$ cat config.mk
export PLATFORM = sky130hd
export DESIGN_NAME = spill_tracker
export DESIGN_NICKNAME = d
export VERILOG_FILES = /design/src/rtl/spill_tracker.sv
export SDC_FILE = /design/constraint.sdc
export NUM_CORES = 1
export LEC_CHECK = 0
export BUFFER_PORTS_ARGS = -buffer_cell sky130_fd_sc_hd__buf_4
export CAP_MARGIN = 20
export CORE_AREA = 4 4 109 111
export CTS_CLUSTER_DIAMETER = 120
export DETAILED_ROUTE_END_ITERATION = 6
export DIE_AREA = 0 0 113 115
export PLACE_DENSITY = 0.83
export SLEW_MARGIN = 15
export SYNTH_ARGS = -nofsm -noshare
export SYNTH_HDL_FRONTEND = slang
export SYNTH_SLANG_ARGS = --single-unit
$ cat constraint.sdc
create_clock -name clk -period 5.1 [get_ports clk]
set_input_delay 0.255 -clock clk [delete_from_list [all_inputs] [get_ports clk]]
set_output_delay 0.255 -clock clk [all_outputs]
set_load 0.03 [all_outputs]
$ cat src/rtl/spill_tracker.sv
// Beam spill tracker: follows the LIVE gate, numbers spills, counts triggers and
// LIVE cycles per spill, and hands out one summary record per spill over valid/ready.
// Optional build macro SPILL_TRACKER_LIVE_SYNC_EN adds a 2-flop synchroniser on live.
module spill_tracker #(
    parameter int SPILL_W = 16,
    parameter int EVT_W   = 24,
    parameter int CYC_W   = 32
) (
    input  logic               clk,
    input  logic               reset,
    input  logic               live,
    input  logic               trig,
    input  logic               spill_load,
    input  logic [SPILL_W-1:0] spill_load_val,
    input  logic               rec_ready,
    input  logic               ovf_clr,
    output logic [SPILL_W-1:0] spillno,
    output logic               in_spill,
    output logic               rec_valid,
    output logic [SPILL_W-1:0] rec_spillno,
    output logic [EVT_W-1:0]   rec_events,
    output logic [CYC_W-1:0]   rec_cycles,
    output logic               rec_ovf
);

    typedef enum logic [1:0] {ARM, IDLE, LIVE} state_t;

    state_t             state, state_nxt;
    logic               live_i;
    logic               rise, fall;
    logic               hold, xfer;
    logic [EVT_W-1:0]   evt_cnt;
    logic [CYC_W-1:0]   cyc_cnt;

`ifdef SPILL_TRACKER_LIVE_SYNC_EN
    logic [1:0] live_sync;

    always_ff @(posedge clk) begin
        if (reset) live_sync <= '0;
        else       live_sync <= {live_sync[0], live};
    end

    assign live_i = live_sync[1];
`else
    assign live_i = live;
`endif

    always_ff @(posedge clk) begin
        if (reset) state <= ARM;
        else       state <= state_nxt;
    end

    // ARM swallows whatever spill is already open when reset releases.
    always_comb begin
        state_nxt = state;
        rise      = 1'b0;
        fall      = 1'b0;
        case (state)
            ARM:  if (!live_i) state_nxt = IDLE;
            IDLE: if (live_i) begin
                      state_nxt = LIVE;
                      rise      = 1'b1;
                  end
            LIVE: if (!live_i) begin
                      state_nxt = IDLE;
                      fall      = 1'b1;
                  end
            default: state_nxt = ARM;
        endcase
    end

    assign in_spill = (state == LIVE);

    always_ff @(posedge clk) begin
        if (reset)           spillno <= '0;
        else if (spill_load) spillno <= spill_load_val;
        else if (rise)       spillno <= spillno + SPILL_W'(1);
    end

    always_ff @(posedge clk) begin
        if (reset) begin
            evt_cnt <= '0;
            cyc_cnt <= '0;
        end else if (rise) begin
            evt_cnt <= {{(EVT_W-1){1'b0}}, trig};
            cyc_cnt <= CYC_W'(1);
        end else if (state == LIVE && live_i) begin
            if (trig && evt_cnt != '1) evt_cnt <= evt_cnt + EVT_W'(1);
            if (cyc_cnt != '1)         cyc_cnt <= cyc_cnt + CYC_W'(1);
        end
    end

    // A held (unconsumed) record wins over a new one; a same-edge transfer frees the slot.
    assign hold = rec_valid && !rec_ready;
    assign xfer = rec_valid && rec_ready;

    always_ff @(posedge clk) begin
        if (reset) begin
            rec_valid   <= 1'b0;
            rec_spillno <= '0;
            rec_events  <= '0;
            rec_cycles  <= '0;
        end else if (fall && !hold) begin
            rec_valid   <= 1'b1;
            rec_spillno <= spillno;
            rec_events  <= evt_cnt;
            rec_cycles  <= cyc_cnt;
        end else if (xfer) begin
            rec_valid   <= 1'b0;
        end
    end

    always_ff @(posedge clk) begin
        if (reset)              rec_ovf <= 1'b0;
        else if (fall && hold)  rec_ovf <= 1'b1;
        else if (ovf_clr)       rec_ovf <= 1'b0;
    end

endmodule

# Yosys cells after proc, flatten, opt, wreduce, memory -nomap -nowiden
# Cells that the tools add are included.
[op_classes] muxes=19 div_mod_pow=0 n_lt_le_gt_ge=0 n_bitwise=0 n_reduce_logical=22 shifts=0 add_sub_neg=3 multipliers=0 n_eq_ne=6
[ops] op="$add A32 B1 Y32 const B" n=1
[ops] op="$mux W16" n=2
[ops] op="$ne A32 B32 Y1 const B" n=1
[ops] op="$add A24 B1 Y24 const B" n=1
[ops] op="$ne A24 B24 Y1 const B" n=1
[ops] op="$add A16 B1 Y16 const B" n=1
[ops] op="$mux W1" n=14
[ops] op="$reduce_bool A2 Y1" n=6
[ops] op="$reduce_and A2 Y1" n=5
[ops] op="$logic_and A1 B1 Y1" n=6
[ops] op="$mux W2" n=2
[ops] op="$ne A2 B2 Y1 const B" n=2
[ops] op="$pmux W2 S2" n=1
[ops] op="$reduce_or A2 Y1" n=2
[ops] op="$eq A2 B1 Y1 const B" n=1
[ops] op="$eq A2 B2 Y1 const B" n=1
[ops] op="$logic_not A1 Y1" n=2
[ops] op="$logic_not A2 Y1" n=1
[totals] regBits=148 latch_bits=0 romBits=0 memories=0 out_inout_bits=91 ramBits=0

# Logic depth before layout (Yosys ltp)
# Gate-level depths: netlist of the first run.
[logic_depth] depth_word=5 mapped_depth=7

# Worst setup path after synthesis of the first run
# Ideal clock, no wire load.
[synth_path] path_kind="register to register" start="reg evt_cnt[0]" end="reg evt_cnt[21]" setup_ns=0.059 path_stages_with_launch=8 arrival_time_ns=2.002 period_less_slack_ns=2.061 t_required_ns=5.041 setup_slack_ns=3.039 path_cell_list="dfxtp_1 ha_1 and4_1 and3_4 buf_6 a2111o_1 or4_1 nand2_1"
[synth_between] elab_chain_cells=3 word_cells_on_any_way=4
[synth_lines] item="from (decl)" line="32" text="logic [EVT_W-1:0] evt_cnt;"
[synth_lines] item="from (signal assigned)" line="85" text="evt_cnt <= {{(EVT_W-1){1'b0}}, trig};"
[synth_lines] item="from (signal assigned)" line="88" text="if (trig && evt_cnt != '1) evt_cnt <= evt_cnt + EVT_W'(1);"
[synth_lines] item="branches (longest 3 deep; another with $add A24 B1 Y24)"
# Several ways; the timed one is not identified.
# A chain may end at the register's enable or synchronous reset.

# Final worst setup path of the first run
[layout_path] start="reg state[1]" end="reg cyc_cnt[16]"
[layout_between] elab_chain_cells=3 word_cells_on_any_way=6
[layout_lines] item="from (decl)" line="28" text="state_t state, state_nxt;"
[layout_lines] item="from (signal assigned)" line="50" text="else state <= state_nxt;"
[layout_lines] item="$eq A2 B1 Y1 / $eq A2 B2 Y1 (equally long branches)" line="58, 87"
[layout_lines] item="$mux W1 / $logic_and A1 B1 Y1 (equally long branches)" line="58, 87"
[layout_lines] item="$reduce_or A2 Y1 (no source line) / $reduce_and A2 Y1 (equally long branches)"
[layout_lines] item="to (signal assigned)" line="89" text="if (cyc_cnt != '1) cyc_cnt <= cyc_cnt + CYC_W'(1);"
[layout_lines] item="to (decl)" line="33" text="logic [CYC_W-1:0] cyc_cnt;"
# Parallel ways exist; a longest one is shown, timed or not.

==> key figures, run 1 <==
Run status
  • Outcome: finished clean

Cells and area
  • Most frequent cells in the layout: nand2_1, dfxtp_1, buf_4
  • Synth-to-Final Area Change: 25.75%
  • # fillers: 789
  • Commonest non-fill, non-tap cell in the layout: nand2_1
  • Register cell area after layout: 0.002963 sq mm
  • Area occupied by multi-input gates: 0.003188 sq mm
  • Final #Nets: 908
  • Fraction of layout cells with a size suffix above 1: 0.1866
  • Final Core Density: 0.7433
  • # diodes: 0

Drt
  • Post-Route WL: 16290 um
  • Pre-antenna DRT Iters: 5
  • Vias per cell: 5.865
  • Initial DRC count: 442
  • Via Count: 6070
  • Remaining antenna violation count: 0
  • DRC: 0
  • Wire length per cell: 15.73 um

Job
  • Max-Cap Viols: 0

Clocking
  • Clock buffer depth: 2
  • Post-CTS Hold Buffers: 10
  • CTS Root Cell: clkbuf_8
  • H-tree levels: 4
  • TritonCTS Sinks: 148
  • Skew-Pair Late Insertion Delay: 0.53 ns
  • CTS tree: built
  • Post-CTS setup buffers: 0
  • Reg clk slew, reported paths: 0.06 ns
  • TritonCTS Buffers: 17
  • Post-CTS resize count: 0

Die
  • Total I/O pin count: 114
  • Die Wd: 113 um
  • Core Box Area: 0.01079 sq mm
  • Die H: 115 um
  • Core Rows: 38
  • Initial Util: 0.5911
  • Die area: 0.01300 sq mm

Timing
  • Crit share post-route: 0.4810
  • Worst Skew: 0.007282 ns
  • RSZ-0062 raised after global routing: false
  • Final Hold Fails: 0
  • Final worst path period need: 2.453 ns
  • Worst hold slack: 0.01760 ns
  • Worst-margin pin slew: 1.034 ns
  • Slew headroom: 0.3094
  • Final Slew Violations: 0
  • Setup TNS: 0 ns
  • Max Clk Rate: 407.7 MHz
  • Setup-failing EPs final: 0

Global route
  • Vias in the first global route: 5858
  • GRT Residual Overflow: 0
  • All-layer global routing usage: 0.2536
  • Initial antenna violation count: 0
  • First-pass GRT wire length: 27190 um
  • Largest net degree at the start of global routing: 97

Logic synthesis
  • Ys async rst share: 0
  • Post-Synthesis Cells: 784
  • Number of synthesized flops with an enable pin: 0
  • Synthesized flop and latch total: 148
  • Main flop type after synthesis: dfxtp_1
  • Post-Syn Area: 0.006380 sq mm
  • Syn avg cell area: 8.138 sq um
  • Sequential share of the synthesized area: 0.4644
  • Synth cell types: 53
  • Synth warn: 0
  • Syn Nets: 810

Pwr
  • Pleak: 2.846 nW
  • P per Cell Area: 340.6 mW/mm^2
  • Design Power: 0.002732 W
  • Peak VDD IR: 0.0002603 V

Critical path
  • Worst setup SP type: flip-flop
  • Worst-path cell chain: nand3b_1 -> nand2b_1 -> buf_4 -> or4_1 -> nand2_1
  • Crit Path Max Fanout: 39
  • Crit Path Category: reg2reg
  • Slowest-stage cell, CP: or4_1
  • Crit path DAT: 2.93 ns
  • CP endpoint kind: flip-flop
  • WP data required: 5.57 ns
  • Slowest cell delay on critical path: 0.55 ns

Placed design
  • Post-DP HPWL: 10650 um
  • Port Buffers: 113
  • Gpl congestion: 0.8615

Hold path
  • HP Class: in2reg
flip-flops by register name, summed over array words and instances, names as in the netlist, 2 cells and up:
register,count
rec_cycles,32
state,2
spillno,16
rec_spillno,16
rec_events,24
cyc_cnt,32
evt_cnt,24
layout make-up:
class | instances | share of cell area
Inverter | 7 | 0.003275
Timing Repair Buffer | 128 | 0.1229
Multi-Input combinational cell | 580 | 0.3974
Tap cell | 140 | 0.02183
Clock inverter | 14 | 0.03197
Sequential cell | 148 | 0.3693
Clock buffer | 18 | 0.05334
through the flow:
stage | setup slack, ns | std cells | instance area, sq um
6_report | 2.647 | 1035 | 8023
5_1_grt | 2.369 | 1035 | 8023
4_1_cts | 2.602 | 1034 | 7996
3_5_place_dp | 2.679 | 992 | 7212
3_3_place_gp | 2.745 | 992 | 7212
2_1_floorplan | 3.039 | 784 | 6380
cells in the mapped netlist, drive strengths merged, types with 9 or more instances:
| master | number | area share |
|---|---|---|
| a211oi | 10 | 0.012 |
| and3 | 9 | 0.010 |
| and4 | 11 | 0.016 |
| nand2 | 175 | 0.10 |
| buf | 9 | 0.012 |
| a21oi | 115 | 0.090 |
| o21ai | 23 | 0.018 |
| nor2 | 46 | 0.027 |
| or4 | 14 | 0.016 |
| nand3 | 22 | 0.017 |
| nor4 | 12 | 0.014 |
| or3 | 20 | 0.020 |
| clkbuf | 39 | 0.023 |
| dfxtp | 148 | 0.46 |
| xnor2 | 24 | 0.033 |
| o31ai | 14 | 0.016 |
| nand4 | 24 | 0.026 |
cells by family (layout without fill, tap and decap cells):
logic type      after synthesis  after routing  share of synthesized area
compound gates              183            183                     0.1645
xor+xnor                     31             31                    0.04256
fa+ha+maj                     3              3                   0.005884
buf+inv                      56            167                    0.04040
flops                       148            148                     0.4644
mux                           4              4                   0.006276
simple gates                359            359                     0.2759
report_power, final:
part / switching (W) / internal, W / total (W)
Sequential: 0.0000163 / 0.00117 / 0.00118
Clock: 0.000480 / 0.000953 / 0.00143
Combinational: 0.0000725 / 0.0000434 / 0.000116
routing by layer:
metal,vias up,global-route usage,part of all wire
met4,0,0.1050,0.022
met5,-,0,0
met1,2869,0.2927,0.41
met3,32,0.05684,0.056
met2,205,0.4546,0.52
li1,2964,-,-
worst max-delay path, delay by kind of cell, from the launching register on:
| family | cells | cell delay, ns |
|---|---|---|
| buffers and inverters | 1 | 0.40 |
| DFF | 1 | 0.46 |
| and+or+nand+nor | 4 | 1.51 |
final timing paths:
check	from	endpoint	slack (ns)	depth (start not counted)
worst max register to register	state[1]$_SDFFE_PP0P_	cyc_cnt[16]$_SDFFE_PP0P_	2.65	5
worst min-delay path	spill_load	spillno[1]$_SDFFE_PP0P_	0.02	3
worst max-delay path	state[1]$_SDFFE_PP0P_	cyc_cnt[16]$_SDFFE_PP0P_	2.65	5
worst min register to register	rec_events[12]$_SDFFE_PP0P_	rec_events[12]$_SDFFE_PP0P_	0.46	2
(Power assumes the default switching activity.)
==> run 2: changes to the inputs <==
CORE_AREA = 4 4 112 114   (was 4 4 109 111)
DIE_AREA = 0 0 116 118   (was 0 0 113 115)
PLACE_DENSITY = 0.79   (was 0.83)
clock period = 2.3 ns   (was 5.1 ns; I/O delays follow)
==> key figures, run 2 (synthesis gave the netlist of run 1 again) <==
Clocking
  • Reg clk slew, reported paths: 0.06 ns
  • CTS Root Cell: clkbuf_16
  • Clock buffer depth: 2
  • TritonCTS Buffers: 17
  • CTS tree: built
  • TritonCTS Sinks: 148
  • Skew-Pair Late Insertion Delay: 0.43 ns
  • Post-CTS resize count: 0
  • H-tree levels: 4

Critical path
  • Crit path DAT: 2.50 ns
  • CP endpoint kind: flip-flop
  • Slack of the worst reg-to-reg path: 0.15 ns
  • Crit Path Max Fanout: 8
  • Worst-path cell chain: ha_1 -> and4_1 -> and3_4 -> a2111o_1 -> or3_1 -> a21oi_1
  • CP startpoint: evt_cnt[0]$_SDFFE_PP0P_
  • R2R Path End: evt_cnt[23]$_SDFFE_PP0P_
  • Crit Reg-Reg Startpoint: evt_cnt[0]$_SDFFE_PP0P_
  • CP Buf/Inv Count: 0
  • Slowest-stage cell, CP: a2111o_1
  • Cells on worst reg2reg path: 6
  • Delay-heaviest family, CP: simple AND/OR/NAND/NOR gates
  • Crit Path Category: reg2reg
  • Worst setup SP type: flip-flop
  • WP data required: 2.65 ns
  • Slowest cell delay on critical path: 0.50 ns

Timing
  • Setup-failing EPs final: 0
  • Slew headroom: 0.5036
  • Worst Skew: 0.006819 ns
  • Final Hold Fails: 0
  • Final worst path period need: 2.151 ns
  • Final Slew Violations: 0
  • RSZ-0062 raised after global routing: false
  • Setup TNS: 0 ns
  • Crit share post-route: 0.9353
  • Setup ws final: 0.1487 ns
  • Worst-margin pin slew: 0.7438 ns
  • Max Clk Rate: 464.8 MHz

Placed design
  • Setup WS pre-CTS: 0.1727 ns
  • Port Buffers: 113
  • Inst Count DP: 1009
  • Post-DP HPWL: 10890 um
  • Gpl congestion: 0.8621

Die
  • Core Box Area: 0.01142 sq mm
  • Die area: 0.01369 sq mm
  • Die Wd: 116 um
  • Initial Util: 0.5587
  • Total I/O pin count: 114
  • Die H: 118 um
  • Core Rows: 39

Pwr
  • P per Cell Area: 732.2 mW/mm^2
  • Design Power: 0.005990 W
  • Pleak: 2.927 nW
  • Peak VDD IR: 0.0006587 V

Hold path
  • Worst Hold End: spillno[6]$_SDFFE_PP0P_
  • Hold path startpoint: spill_load_val[6]
  • Hold path cells: 3
  • HP Class: in2reg

Drt
  • Pre-antenna DRT Iters: 5
  • Post-Route WL: 16270 um
  • Initial DRC count: 400
  • Remaining antenna violation count: 0
  • Vias per cell: 5.765
  • Via Count: 6099
  • DRC: 0
  • Wire length per cell: 15.38 um

Global route
  • Grt peak-use layer: met2
  • Vias in the first global route: 5977
  • Met2 GRT Util: 0.4108
  • Met3 usage: 0.07147
  • Met1 Usage GRT: 0.2994
  • GRT Residual Overflow: 0
  • Largest net degree at the start of global routing: 73
  • Initial antenna violation count: 0
  • First-pass GRT wire length: 28020 um
  • All-layer global routing usage: 0.2473

Job
  • Max-Cap Viols: 0

Cells and area
  • Final cell count without fillers: 1058
  • Largest registers: cyc_cnt x32, rec_cycles x32
  • # diodes: 0
  • Synth-to-Final Area Change: 28.22%
  • Final Core Density: 0.7164
  • Fraction of layout cells with a size suffix above 1: 0.1934
  • Final #Nets: 929
  • Commonest non-fill, non-tap cell in the layout: nand2_1
  • Most frequent cells in the layout: nand2_1, dfxtp_1, buf_4

Run status
  • Outcome: finished clean
==> run 2: cell types whose count changed in the layout (fill, tap and decap cells not counted), moves of 2 or more <==
cell	previous run	this run
buf_4	117	130
o31ai_1	12	14
dlygate4sd3_1	10	18
clkbuf_8	2	5
bufinv_16	7	5
clkinvlp_4	3	1
o31ai_2	2	0
==> run 2: tightest hold or removal path, delay by kind of cell <==
family | cells | cell delay (ns)
buf+inv | 1 | 0.11
compound gates | 1 | 0.07
simple gates | 1 | 0.10
==> run 2: cell type report <==
cell class                 count  area [sq um]
sequential                   148          2963
tap                          143         178.9
inverter                       7         26.28
clock inverter                 9         172.7
fill                         903          3238
timing repair buffer         149          1176
clock buffer                  22         494.2
multi-input combinational    580          3169
==> run 2: worst max path at each step <==
stage                               endpoint  depth (start not counted)
floorplan           evt_cnt[21]$_SDFFE_PP0P_                          7
global placement    evt_cnt[21]$_SDFFE_PP0P_                          6
detailed placement  evt_cnt[23]$_SDFFE_PP0P_                          6
CTS                 evt_cnt[23]$_SDFFE_PP0P_                          6
global route        evt_cnt[21]$_SDFFE_PP0P_                          6
finish              evt_cnt[23]$_SDFFE_PP0P_                          6
==> run 2: what timing repair did <==
item / in CTS / in global routing
hold buffers: 18 / 0
hold endpoints to repair: 15 / 0
setup buffers: 0 / 0
==> run 2: stage by stage <==
step / area, sq um / hold slack, ns
finish: 8180 / 0.01434
global placement: 7333 / 0.3429
detailed placement: 7333 / 0.3522
floorplan: 6380 / 0.1935
CTS: 8180 / 0.0008210
global route: 8180 / 0.02207
==> run 2: metal layers <==
metal	share of wire	wire length [um]
met5	0	0
met3	0.059	961
met4	0.022	366
met2	0.51	8266
met1	0.41	6675
==> run 2: where the power goes <==
part           total [W]  leakage (nW)  switching, W  internal [W]
Combinational   0.000277          1.40      0.000163      0.000114
Sequential       0.00263          1.20     0.0000360       0.00259
Clock            0.00309         0.328       0.00103       0.00206
